===== config.mk =====
export PLATFORM = sky130hd
export DESIGN_NAME = instruction_encoder_queue
export DESIGN_NICKNAME = d
export VERILOG_FILES = /design/src/rtl/cu_pkg.sv /design/src/rtl/onehot_encoder4.sv /design/src/rtl/instruction_encoder_queue.sv
export SDC_FILE = /design/constraint.sdc
export NUM_CORES = 1
export LEC_CHECK = 0
export ABC_AREA = 1
export CORE_MARGIN = 2
export CORE_UTILIZATION = 40
export DETAILED_ROUTE_END_ITERATION = 8
export GPL_TIMING_DRIVEN = 0
export PLACE_DENSITY_LB_ADDON = 0.2
export SYNTH_ARGS = -nofsm -noshare
export SYNTH_HDL_FRONTEND = slang
export SYNTH_SLANG_ARGS = --single-unit

===== constraint.sdc =====
create_clock -name Clock -period 2.8 [get_ports Clock]
set_input_delay 0.7 -clock Clock [delete_from_list [all_inputs] [get_ports Clock]]
set_output_delay 0.7 -clock Clock [all_outputs]
set_load 0.05 [all_outputs]

===== src/rtl/cu_pkg.sv =====
// Shared control-unit definitions: instruction code width, code constants and one-hot request patterns.
// Both the encoder queue and the CU decoder import this package.
package cu_pkg;

  localparam int INSTR_CW = 2;

  typedef logic [INSTR_CW-1:0] instr_code_t;

  localparam instr_code_t OP_ADD  = 2'b00;
  localparam instr_code_t OP_JUMP = 2'b01;
  localparam instr_code_t OP_2    = 2'b10;
  localparam instr_code_t OP_3    = 2'b11;

  localparam logic [3:0] OH_ADD  = 4'b0001;
  localparam logic [3:0] OH_JUMP = 4'b0010;
  localparam logic [3:0] OH_2    = 4'b0100;
  localparam logic [3:0] OH_3    = 4'b1000;

endpackage


===== src/rtl/onehot_encoder4.sv =====
// Combinational 4-to-2 one-hot encoder. The legal flag is low for all-zero input and for
// any pattern with more than one bit set.
module onehot_encoder4
  import cu_pkg::*;
(
  input  logic [3:0]  onehot,
  output instr_code_t code,
  output logic        legal
);

  always_comb begin
    // NOTE: give every combinational output a default first so no path leaves one unassigned (latch).
    code  = OP_ADD;
    legal = 1'b0;
    case (onehot)
      OH_ADD:  begin code = OP_ADD;  legal = 1'b1; end
      OH_JUMP: begin code = OP_JUMP; legal = 1'b1; end
      OH_2:    begin code = OP_2;    legal = 1'b1; end
      OH_3:    begin code = OP_3;    legal = 1'b1; end
      default: ;
    endcase
  end

endmodule


===== src/rtl/instruction_encoder_queue.sv =====
// Encodes one-hot instruction requests into 2-bit codes and queues them behind a valid/ready handshake.
// Define INSTR_QUEUE_FALL_THROUGH_EN to let a legal request bypass an empty queue in the same cycle.
module instruction_encoder_queue
  import cu_pkg::*;
#(
  parameter int DEPTH = 4,
  parameter int CW    = INSTR_CW
) (
  input  logic                       Clock,
  input  logic                       ResetN,
  input  logic [3:0]                 InstructionIn,
  input  logic                       InValid,
  output logic                       InReady,
  output logic [CW-1:0]              InstructionCode,
  output logic                       OutValid,
  input  logic                       OutReady,
  output logic                       IllegalPulse,
  output logic                       IllegalSticky,
  output logic [$clog2(DEPTH+1)-1:0] Count
);

  localparam int PW   = $clog2(DEPTH);
  localparam int CNTW = $clog2(DEPTH+1);

  typedef logic [PW-1:0]   ptr_t;
  typedef logic [CNTW-1:0] cnt_t;

  localparam cnt_t FULL = cnt_t'(DEPTH);

  instr_code_t mem [DEPTH];
  ptr_t        wr_ptr, rd_ptr, rd_next;
  cnt_t        count_q, count_after_pop;
  instr_code_t head_q, head_d, enc_code;
  logic        enc_legal;
  logic        head_valid, push_hs, push_wr, pop, illegal_hs, ft_take;

  onehot_encoder4 u_enc (
    .onehot (InstructionIn),
    .code   (enc_code),
    .legal  (enc_legal)
  );

  // Ready depends only on registered occupancy, so a pop never opens a full queue in the same cycle.
  assign head_valid = (count_q != '0);
  assign InReady    = (count_q != FULL);
  assign push_hs    = InValid & InReady;
  assign illegal_hs = push_hs & ~enc_legal;

`ifdef INSTR_QUEUE_FALL_THROUGH_EN
  logic ft_active;
  assign ft_active       = ~head_valid & InValid & enc_legal;
  assign OutValid        = head_valid | ft_active;
  assign InstructionCode = ft_active ? enc_code : head_q;
  // A bypassed request taken by the consumer is never written into storage.
  assign ft_take         = ft_active & OutReady;
`else
  assign OutValid        = head_valid;
  assign InstructionCode = head_q;
  assign ft_take         = 1'b0;
`endif

  assign pop             = head_valid & OutReady;
  assign push_wr         = push_hs & enc_legal & ~ft_take;
  assign rd_next         = rd_ptr + ptr_t'(pop);
  assign count_after_pop = count_q - cnt_t'(pop);
  assign Count           = count_q;

  // Head register tracks the entry that will sit at the read pointer next cycle.
  always_comb begin
    head_d = head_q;
    if (push_wr && count_after_pop == '0)
      head_d = enc_code;
    else if (count_after_pop != '0)
      head_d = mem[rd_next];
  end

  always_ff @(posedge Clock or negedge ResetN) begin
    if (!ResetN) begin
      wr_ptr        <= '0;
      rd_ptr        <= '0;
      count_q       <= '0;
      head_q        <= OP_ADD;
      IllegalPulse  <= 1'b0;
      IllegalSticky <= 1'b0;
    end else begin
      // NOTE: non-blocking assignments so every register samples pre-edge values of the others.
      if (push_wr)
        wr_ptr <= wr_ptr + ptr_t'(1);
      if (pop)
        rd_ptr <= rd_next;
      count_q      <= count_after_pop + cnt_t'(push_wr);
      head_q       <= head_d;
      IllegalPulse <= illegal_hs;
      if (illegal_hs)
        IllegalSticky <= 1'b1;
    end
  end

  // NOTE: storage has no reset; count_q and head_q alone decide what is visible, so stale data is harmless.
  always_ff @(posedge Clock) begin
    if (push_wr)
      mem[wr_ptr] <= enc_code;
  end

endmodule

[Word-level counts from Yosys, hierarchy flattened]
Memory sizes are Yosys's and may differ from the RTL's.
Cells that the tools add are included.
Storage, ports and cells
  bits in registers: 11
  bits in latches: 0
  memory bits (writable): 8
  bits in read-only memories: 0
  input bits: 8
  output and inout bits: 9
  memories kept: 1
Memories
  mem: depth 4, bits a word 2, rd ports 1, clocked after memory_dff 0, write ports 1, RTL line instruction_encoder_queue.sv:30  | instr_code_t mem [DEPTH];
Operators by class
  add/subtract/negate cells: 4
  multiply operators: 0
  divide/modulo/power cells: 0
  magnitude comparators: 0
  equality and inequality tests: 5
  shift-type cells: 0
  multiplexer cells: 6
  bitwise logic cells: 5
  reductions and logical operators: 6
Operators with widths (count)
  one-hot mux 2 bit (3 select lines): 1
  nonzero test 3 bit: 2
  AND 1 bit: 4
  equality test 4 x 1 -> 1 bit, second input constant: 1
  equality test 4 x 2 -> 1 bit, second input constant: 1
  equality test 4 x 3 -> 1 bit, second input constant: 1
  equality test 4 bit, second input constant: 1
  two-way mux 2 bit: 2
  OR reduction 4 bit: 1
  adder 3 x 1 -> 3 bit: 1
  logical NOT 3 bit: 1
  two-way mux 1 bit: 3
  != test 3 bit, second input constant: 1
  subtractor 3 x 1 -> 3 bit: 1
  adder 2 x 1 -> 2 bit: 1
  adder 2 x 1 -> 2 bit, second input constant: 1
  nonzero test 2 bit: 1
  logical AND 1 bit: 1
  NOT 1 bit: 1

[Longest topological paths before layout]
Gate-level depths: netlist of run 1.
  depth in word-level cells: 6
  depth in mapped cells: 11
  depth with buffers taken out: 11

[By module]
Synthesis of run 1 repeated with hierarchy kept, for this count alone.
Unflattened totals
  cells, all modules: 120
  area total of the unflattened synthesis: 1056.0 µm²
Modules (own cells, without submodules)
  instruction_encoder_queue: times used 1, cells an instance 103, area each 987.2 µm²
  onehot_encoder4: times used 1, cells an instance 17, area each 68.8 µm²

[Least setup slack after synthesis of run 1]
OpenSTA, ideal clock, no wires.
  kind: register to register
  start point: register count_q[2], in the netlist Count[2]
  end point: register head_q[0], in the netlist InstructionCode[0]
  library setup time: 0.127 ns
  arrival: 1.815 ns
  required time: 2.673 ns
  setup slack: 0.858 ns
  cell stages (with the launch flop): 12
  buffers on the path: 0
  clock period less this slack: 1.942 ns
  cell sequence: dfrtp_1 -> inv_2 -> a21boi_2 -> ha_1 -> ha_1 -> inv_1 -> nand2_1 -> nand2_2 -> nor2_4 -> inv_1 -> nand3_1 -> nand3_1
Between the ends
  cells in the longest elaborated chain, start to end: 6
  elaborated cells between the ends (all ways): 14
  classes of those cells: add/sub (2); eq/ne (1); mux (2); bitwise (3); reduce/logical (5); memory (1)
RTL lines
  from (decl): RTL line instruction_encoder_queue.sv:32  | cnt_t count_q, count_after_pop;
  from (signal assigned): RTL line instruction_encoder_queue.sv:91  | count_q <= count_after_pop + cnt_t'(push_wr);
  nonzero test 3 bit *: RTL line instruction_encoder_queue.sv:44  | assign head_valid = (count_q != '0);
  AND 1 bit *: RTL line instruction_encoder_queue.sv:62  | assign pop = head_valid & OutReady;
  named net pop: RTL line instruction_encoder_queue.sv:35  | logic head_valid, push_hs, push_wr, pop, illegal_hs, ft_take;
  adder 2 x 1 -> 2 bit or subtractor 3 x 1 -> 3 bit (tied branches): RTL line instruction_encoder_queue.sv:64, instruction_encoder_queue.sv:65
  memory read (4 x 2 bit) or logical NOT 3 bit (tied branches)
  two-way mux 2 bit or logical AND 1 bit (tied branches): RTL line instruction_encoder_queue.sv:73, instruction_encoder_queue.sv:71
  two-way mux 2 bit or nonzero test 2 bit (tied branches)
  to (signal assigned): RTL line instruction_encoder_queue.sv:82  | head_q <= OP_ADD;
  to (signal assigned): RTL line instruction_encoder_queue.sv:92  | head_q <= head_d;
  to (decl): RTL line instruction_encoder_queue.sv:33  | instr_code_t head_q, head_d, enc_code;
The timed path passes the listed nets; every way through them passes the cells marked *. The select of a mux whose other input is x is not followed.
A chain may end at the register's enable or synchronous reset.

[Worst setup path in the final report of run 1]
  start point: register count_q[1], in the netlist Count[1]
  end point: output OutValid
Between the ends
  cells in the longest elaborated chain, start to end: 1
RTL lines
  nonzero test 3 bit: RTL line instruction_encoder_queue.sv:44
  to (decl): RTL line instruction_encoder_queue.sv:15  | output logic OutValid,
Every way passes these cells.

==> results.cfg, run 1 <==
[global_routing]
antenna_found_initial = 0
grt-ovfl-total = 0
grt_max_degree = 13
grt_pass1_wl_mm = 3.04
grt_pass1_vias = 729
grtUsageTotal_pct = 12.6

[cts]
holdBufCountCts = 0
cts_buffers = 3
cts_sinks = 19
cts_resized = 0
clockRootBuffer = clkbuf_4
htreeDepth = 1
clk_latency_ns = 0.30
cts.reportedPaths.clkPinSlew_ns = 0.12
cts_buffer_depth = 2
cts_setup_buffers = 0
cts_tree = built

[timing]
period_share_pct = 86.0
setup_tns_ns = 0
setup_viol = 0
rsz0062_at_grt = false
final_hold_viol_count = 0
tightest_slew_ns = 0.511
relSlewSlack_pct = 65.9
slew_viol_final = 0
fmax_mhz = 415
fin_worst_skew_ns = 0.00376
period_minus_slack_ns = 2.41

[critical_path]
critPathMaxFanout = 4
r2r_end = InstructionCode[0]$_DFFE_PN0P_
r2r_slack_ns = 0.94
criticalPathCategory = reg2out
endpoint_kind = output pin
r2r_cells = 9
cp-start-kind = flip-flop
cp.required_ns = 2.10
crit-reg2reg-launch = Count[1]$_DFF_PN0_
critPathArrivalTime_ns = 1.71

[placement]
portBuffers = 16
gp_congestion = 0.726
dp_hpwl_mm = 1.52
placed_cell_area_mm2 = 0.00125

[min_path]
hold_depth = 1
min_to = IllegalSticky$_DFFE_PN0P_
min_from = IllegalSticky$_DFFE_PN0P_
hold_class = reg2reg

[layout]
syn_to_final_growth_pct = 21.6
nFillCells = 232
fin_area_mm2 = 0.00128
final_common_cell = inv_1
multi_input_area_um2 = 430
fin_nets = 152
mostFrequentLayoutCells = inv_1 (24), nand2_1 (21), clkdlybuf4s50_1 (16)
drive_gt1_share_pct = 13.4
seq_area_um2 = 515
antennaDiodeCount = 0

[pwr]
p_leak_uw = 0.000609
ir_drop_mv = 0.756
p_per_area_mw_per_mm2 = 1010

[floorplanning]
die_y_um = 55.3
die_area_mm2 = 0.00306
core-area_mm2 = 0.00248
die_w_um = 55.3
ios = 17
rows = 18
start_util_pct = 42.5

[synth]
netlist_area_mm2 = 0.00105
ys_types = 23
yosysSeqAreaShare_pct = 48.9
synthTopCellsByArea = dfrtp_1 (26%), edfxtp_1 (23%), ha_1 (11%)
avgSynthCellArea_um2 = 9.24
synth_area_leader_cell = dfrtp_1
synth_cells = 114
yosys_warnings = 0
synth_top_area_share_pct = 26.1
synth_seq_cells = 19
syn-num-nets = 131

[run_status]
outcome = finished clean

[drt]
wl_per_cell_um = 11.3
drt_iter0_markers = 14
avgViaCountPerCell = 4.54
routed_wl_mm = 1.85
drt_pass1_iterations = 4
vias = 745
postRouteAntennaNets = 0
drc = 0

[run]
drv_cap = 0
[how the worst max path moves through the flow]
stage	startpoint	to	slack [ns]	cells past startpoint
after floorplan	Count[2]$_DFF_PN0_	InstructionCode[0]$_DFFE_PN0P_	0.86	11
after global placement	OutReady	InstructionCode[0]$_DFFE_PN0P_	0.35	11
after detailed placement	OutReady	InstructionCode[0]$_DFFE_PN0P_	0.28	11
after CTS	Count[1]$_DFF_PN0_	OutValid	0.38	3
after global routing	Count[1]$_DFF_PN0_	OutValid	0.32	3
final	Count[1]$_DFF_PN0_	OutValid	0.39	3
[per-stage QoR]
| step | total power, uW | hold WS [ns] | setup slack (ns) | utilization (%) | instances |
|---|---|---|---|---|---|
| 3_3_place_gp | 1140 | 0.460 | 0.352 | 50.5 | 160 |
| 4_1_cts | 1320 | 0.493 | 0.384 | 51.7 | 164 |
| 6_report | 1300 | 0.491 | 0.392 | 51.7 | 164 |
| 2_1_floorplan | 960 | 0.404 | 0.858 | - | 114 |
| 3_5_place_dp | 1170 | 0.459 | 0.281 | 50.5 | 160 |
| 5_1_grt | 1410 | 0.502 | 0.318 | 51.7 | 164 |
[cells by family after synthesis]
group | synth area share, %
compound gates | 5.46
flops | 48.9
xor+xnor | 2.49
simple gates | 22.2
buf+inv | 10.2
fa+ha+maj | 10.7
[Yosys cell counts]
cell / n
xor2_1: 2
nor2_2: 3
nand3_1: 8
nand2_2: 2
nor2_4: 1
nor2_1: 6
nand4_1: 2
o21ai_0: 5
clkinv_4: 1
edfxtp_1: 8
ha_1: 9
buf_2: 1
nand3_2: 2
a21oi_1: 1
inv_1: 24
a21boi_2: 2
o21ai_1: 1
dfrtp_1: 11
xnor2_1: 1
nand2_4: 1
inv_2: 1
nand2_1: 21
or2_1: 1
[power by group]
group	internal, uW	total (uW)	switching [uW]
Sequential	370	426	56.1
Combinational	255	725	470
Clock	54.4	146	91.3
Total	679	1300	617
[per-layer routing]
metal  part of all wire (%)  GRT usage, %  wire (um)
met1                     45          15.0        838
met4                   0.54          5.23         10
met3                    2.7          2.58         50
met2                     51          22.1        950
met5                      0             0          0
[critical path, cell delays in order, from the launching register on]
cell             delay, ns
dfrtp_1               0.41
nor2_2                0.21
nand2_1               0.07
clkdlybuf4s50_1       0.71
[registers in the layout (all words and copies together), names as in the netlist]
name and flops:
InstructionCode 2, mem 8, IllegalPulse 1, IllegalSticky 1
rd_ptr 2, Count 3, wr_ptr 2
[layout make-up]
cell class              count  share of cell area, %
multi-input cells          68                   33.6
clock inverters             1                  0.586
clock buffers               3                   1.76
inverters                  26                   8.01
flip-flops and latches     19                   40.2
repair buffers             16                   12.5
well taps                  30                   2.93
plain buffers               1                  0.391
Power figures use the tool's default switching activity.
==> inputs of run 2 (changes only) <==
--- a/config.mk
+++ b/config.mk
@@ -6,6 +6,9 @@
 export NUM_CORES = 1
 export LEC_CHECK = 0
 export ABC_AREA = 1
+export ABC_CLOCK_PERIOD_IN_PS = 2800
+export CELL_PAD_IN_SITES_DETAIL_PLACEMENT = 1
+export CELL_PAD_IN_SITES_GLOBAL_PLACEMENT = 1
 export CORE_MARGIN = 2
 export CORE_UTILIZATION = 40
 export DETAILED_ROUTE_END_ITERATION = 8
==> results.cfg, run 2 (synthesis results as in run 1) <==
[placement]
gp_congestion = 0.707
portBuffers = 16
placedCellCount = 160
dp_hpwl_mm = 1.68

[min_path]
min_to = IllegalSticky$_DFFE_PN0P_
hold_depth = 1
hold_class = reg2reg
min_from = IllegalSticky$_DFFE_PN0P_

[floorplanning]
die_w_um = 55.3
ios = 17
rows = 18
start_util_pct = 42.5
die_y_um = 55.3
core-area_mm2 = 0.00248
die_area_mm2 = 0.00306

[layout]
final_common_cell = inv_1
drive_gt1_share_pct = 12.7
mostFrequentLayoutCells = inv_1 (24), nand2_1 (21), clkdlybuf4s50_1 (16)
top_register = mem
syn_to_final_growth_pct = 21.3
fin_cells = 164
antennaDiodeCount = 0
largest_reg_flops = 8
fin_nets = 152

[global_routing]
antenna_found_initial = 0
grt_pass1_wl_mm = 3.30
grtUsageTotal_pct = 13.3
top_usage_layer = met2
grt_pass1_vias = 770
met1_usage_pct = 17.6
use_met2_pct = 22.8
grtUsageMet3_pct = 2.34
grt-ovfl-total = 0
grt_max_degree = 12

[drt]
postRouteAntennaNets = 0
vias = 756
drt_iter0_markers = 24
routed_wl_mm = 1.96
wl_per_cell_um = 12.0
avgViaCountPerCell = 4.61
drc = 0
drt_pass1_iterations = 4

[critical_path]
criticalPathCategory = reg2out
r2r_cells = 9
crit_start = Count[1]$_DFF_PN0_
cp_slowest_cell = clkdlybuf4s50_1
slowest_delay_ns = 0.70
endpoint_kind = output pin
cp-start-kind = flip-flop
cp.required_ns = 2.10
critPathMaxFanout = 4
r2r_slack_ns = 0.92
crit-reg2reg-launch = Count[1]$_DFF_PN0_
critical_path.cell_chain = nor2_2 > nand2_1 > clkdlybuf4s50_1
critPathArrivalTime_ns = 1.73
r2r_end = InstructionCode[1]$_DFFE_PN0P_

[cts]
holdBufCountCts = 0
htreeDepth = 1
clk_latency_ns = 0.30
cts_buffer_depth = 2
cts_setup_buffers = 0
cts_buffers = 3
cts_resized = 0
cts_tree = built
cts.reportedPaths.clkPinSlew_ns = 0.11
clockRootBuffer = clkbuf_4
cts_sinks = 19

[pwr]
p_per_area_mw_per_mm2 = 1020
p_leak_uw = 0.000610
ir_drop_mv = 0.780

[timing]
setup_tns_ns = 0
relSlewSlack_pct = 66.2
period_share_pct = 86.6
slew_viol_final = 0
tightest_slew_ns = 0.505
whs_ns = 0.494
fin_worst_skew_ns = 0.00995
final_hold_viol_count = 0
setup_viol = 0
fmax_mhz = 412
period_minus_slack_ns = 2.43
rsz0062_at_grt = false

[run_status]
outcome = finished clean

[run]
drv_cap = 0
==> run 2: worst max-delay path by stage <==
stage / depth (start not counted) / to / slack, ns
final: 3 / OutValid / 0.37
after global routing: 3 / InReady / 0.29
after CTS: 3 / OutValid / 0.36
after detailed placement: 11 / InstructionCode[0]$_DFFE_PN0P_ / 0.31
after floorplan: 11 / InstructionCode[0]$_DFFE_PN0P_ / 0.86
after global placement: 11 / InstructionCode[1]$_DFFE_PN0P_ / 0.35
==> run 2: per-layer routing <==
layer / share of wire (%) / vias up / routed length (um)
met1: 47 / 351 / 923
li1: - / 397 / -
met5: 0 / - / 0
met4: 0 / 0 / 0
met3: 2.8 / 0 / 55
met2: 50 / 8 / 980
==> run 2: layout make-up <==
cell class	instances	area, um2
inverter	26	103
fill	291	1200
sequential	19	515
timing repair buffer	16	160
tap	30	37.5
multi-input combinational	68	430
clock buffer	4	26.3
buffer	1	5.00
==> run 2: worst max-delay path: cells and delay by family, from the launching register on <==
kind                   cells  cell delay (ns)
buffers and inverters      1             0.70
flip-flops                 1             0.42
AND/OR/NAND/NOR            2             0.31
==> run 2: where the power goes <==
part | internal (uW) | switching (uW)
Combinational | 256 | 485
Clock | 55.4 | 82.0
Sequential | 370 | 55.9
==> run 2: through the flow <==
stage,utilization [%],setup slack (ns),cell area [um2],power [uW]
3_5_place_dp,50.5,0.306,1250,1180
2_1_floorplan,-,0.858,1050,960
5_1_grt,51.6,0.289,1280,1410
6_report,51.6,0.374,1280,1300
3_3_place_gp,50.5,0.354,1250,1140
4_1_cts,51.6,0.364,1280,1320
==> inputs of run 3 (changes only) <==
--- a/config.mk
+++ b/config.mk
@@ -14,6 +14,7 @@
 export DETAILED_ROUTE_END_ITERATION = 8
 export GPL_TIMING_DRIVEN = 0
 export PLACE_DENSITY_LB_ADDON = 0.2
+export SLEW_MARGIN = 25
 export SYNTH_ARGS = -nofsm -noshare
 export SYNTH_HDL_FRONTEND = slang
 export SYNTH_SLANG_ARGS = --single-unit
==> results of run 3 <==
Final layout, timing and power as in run 2 (identical DEF).
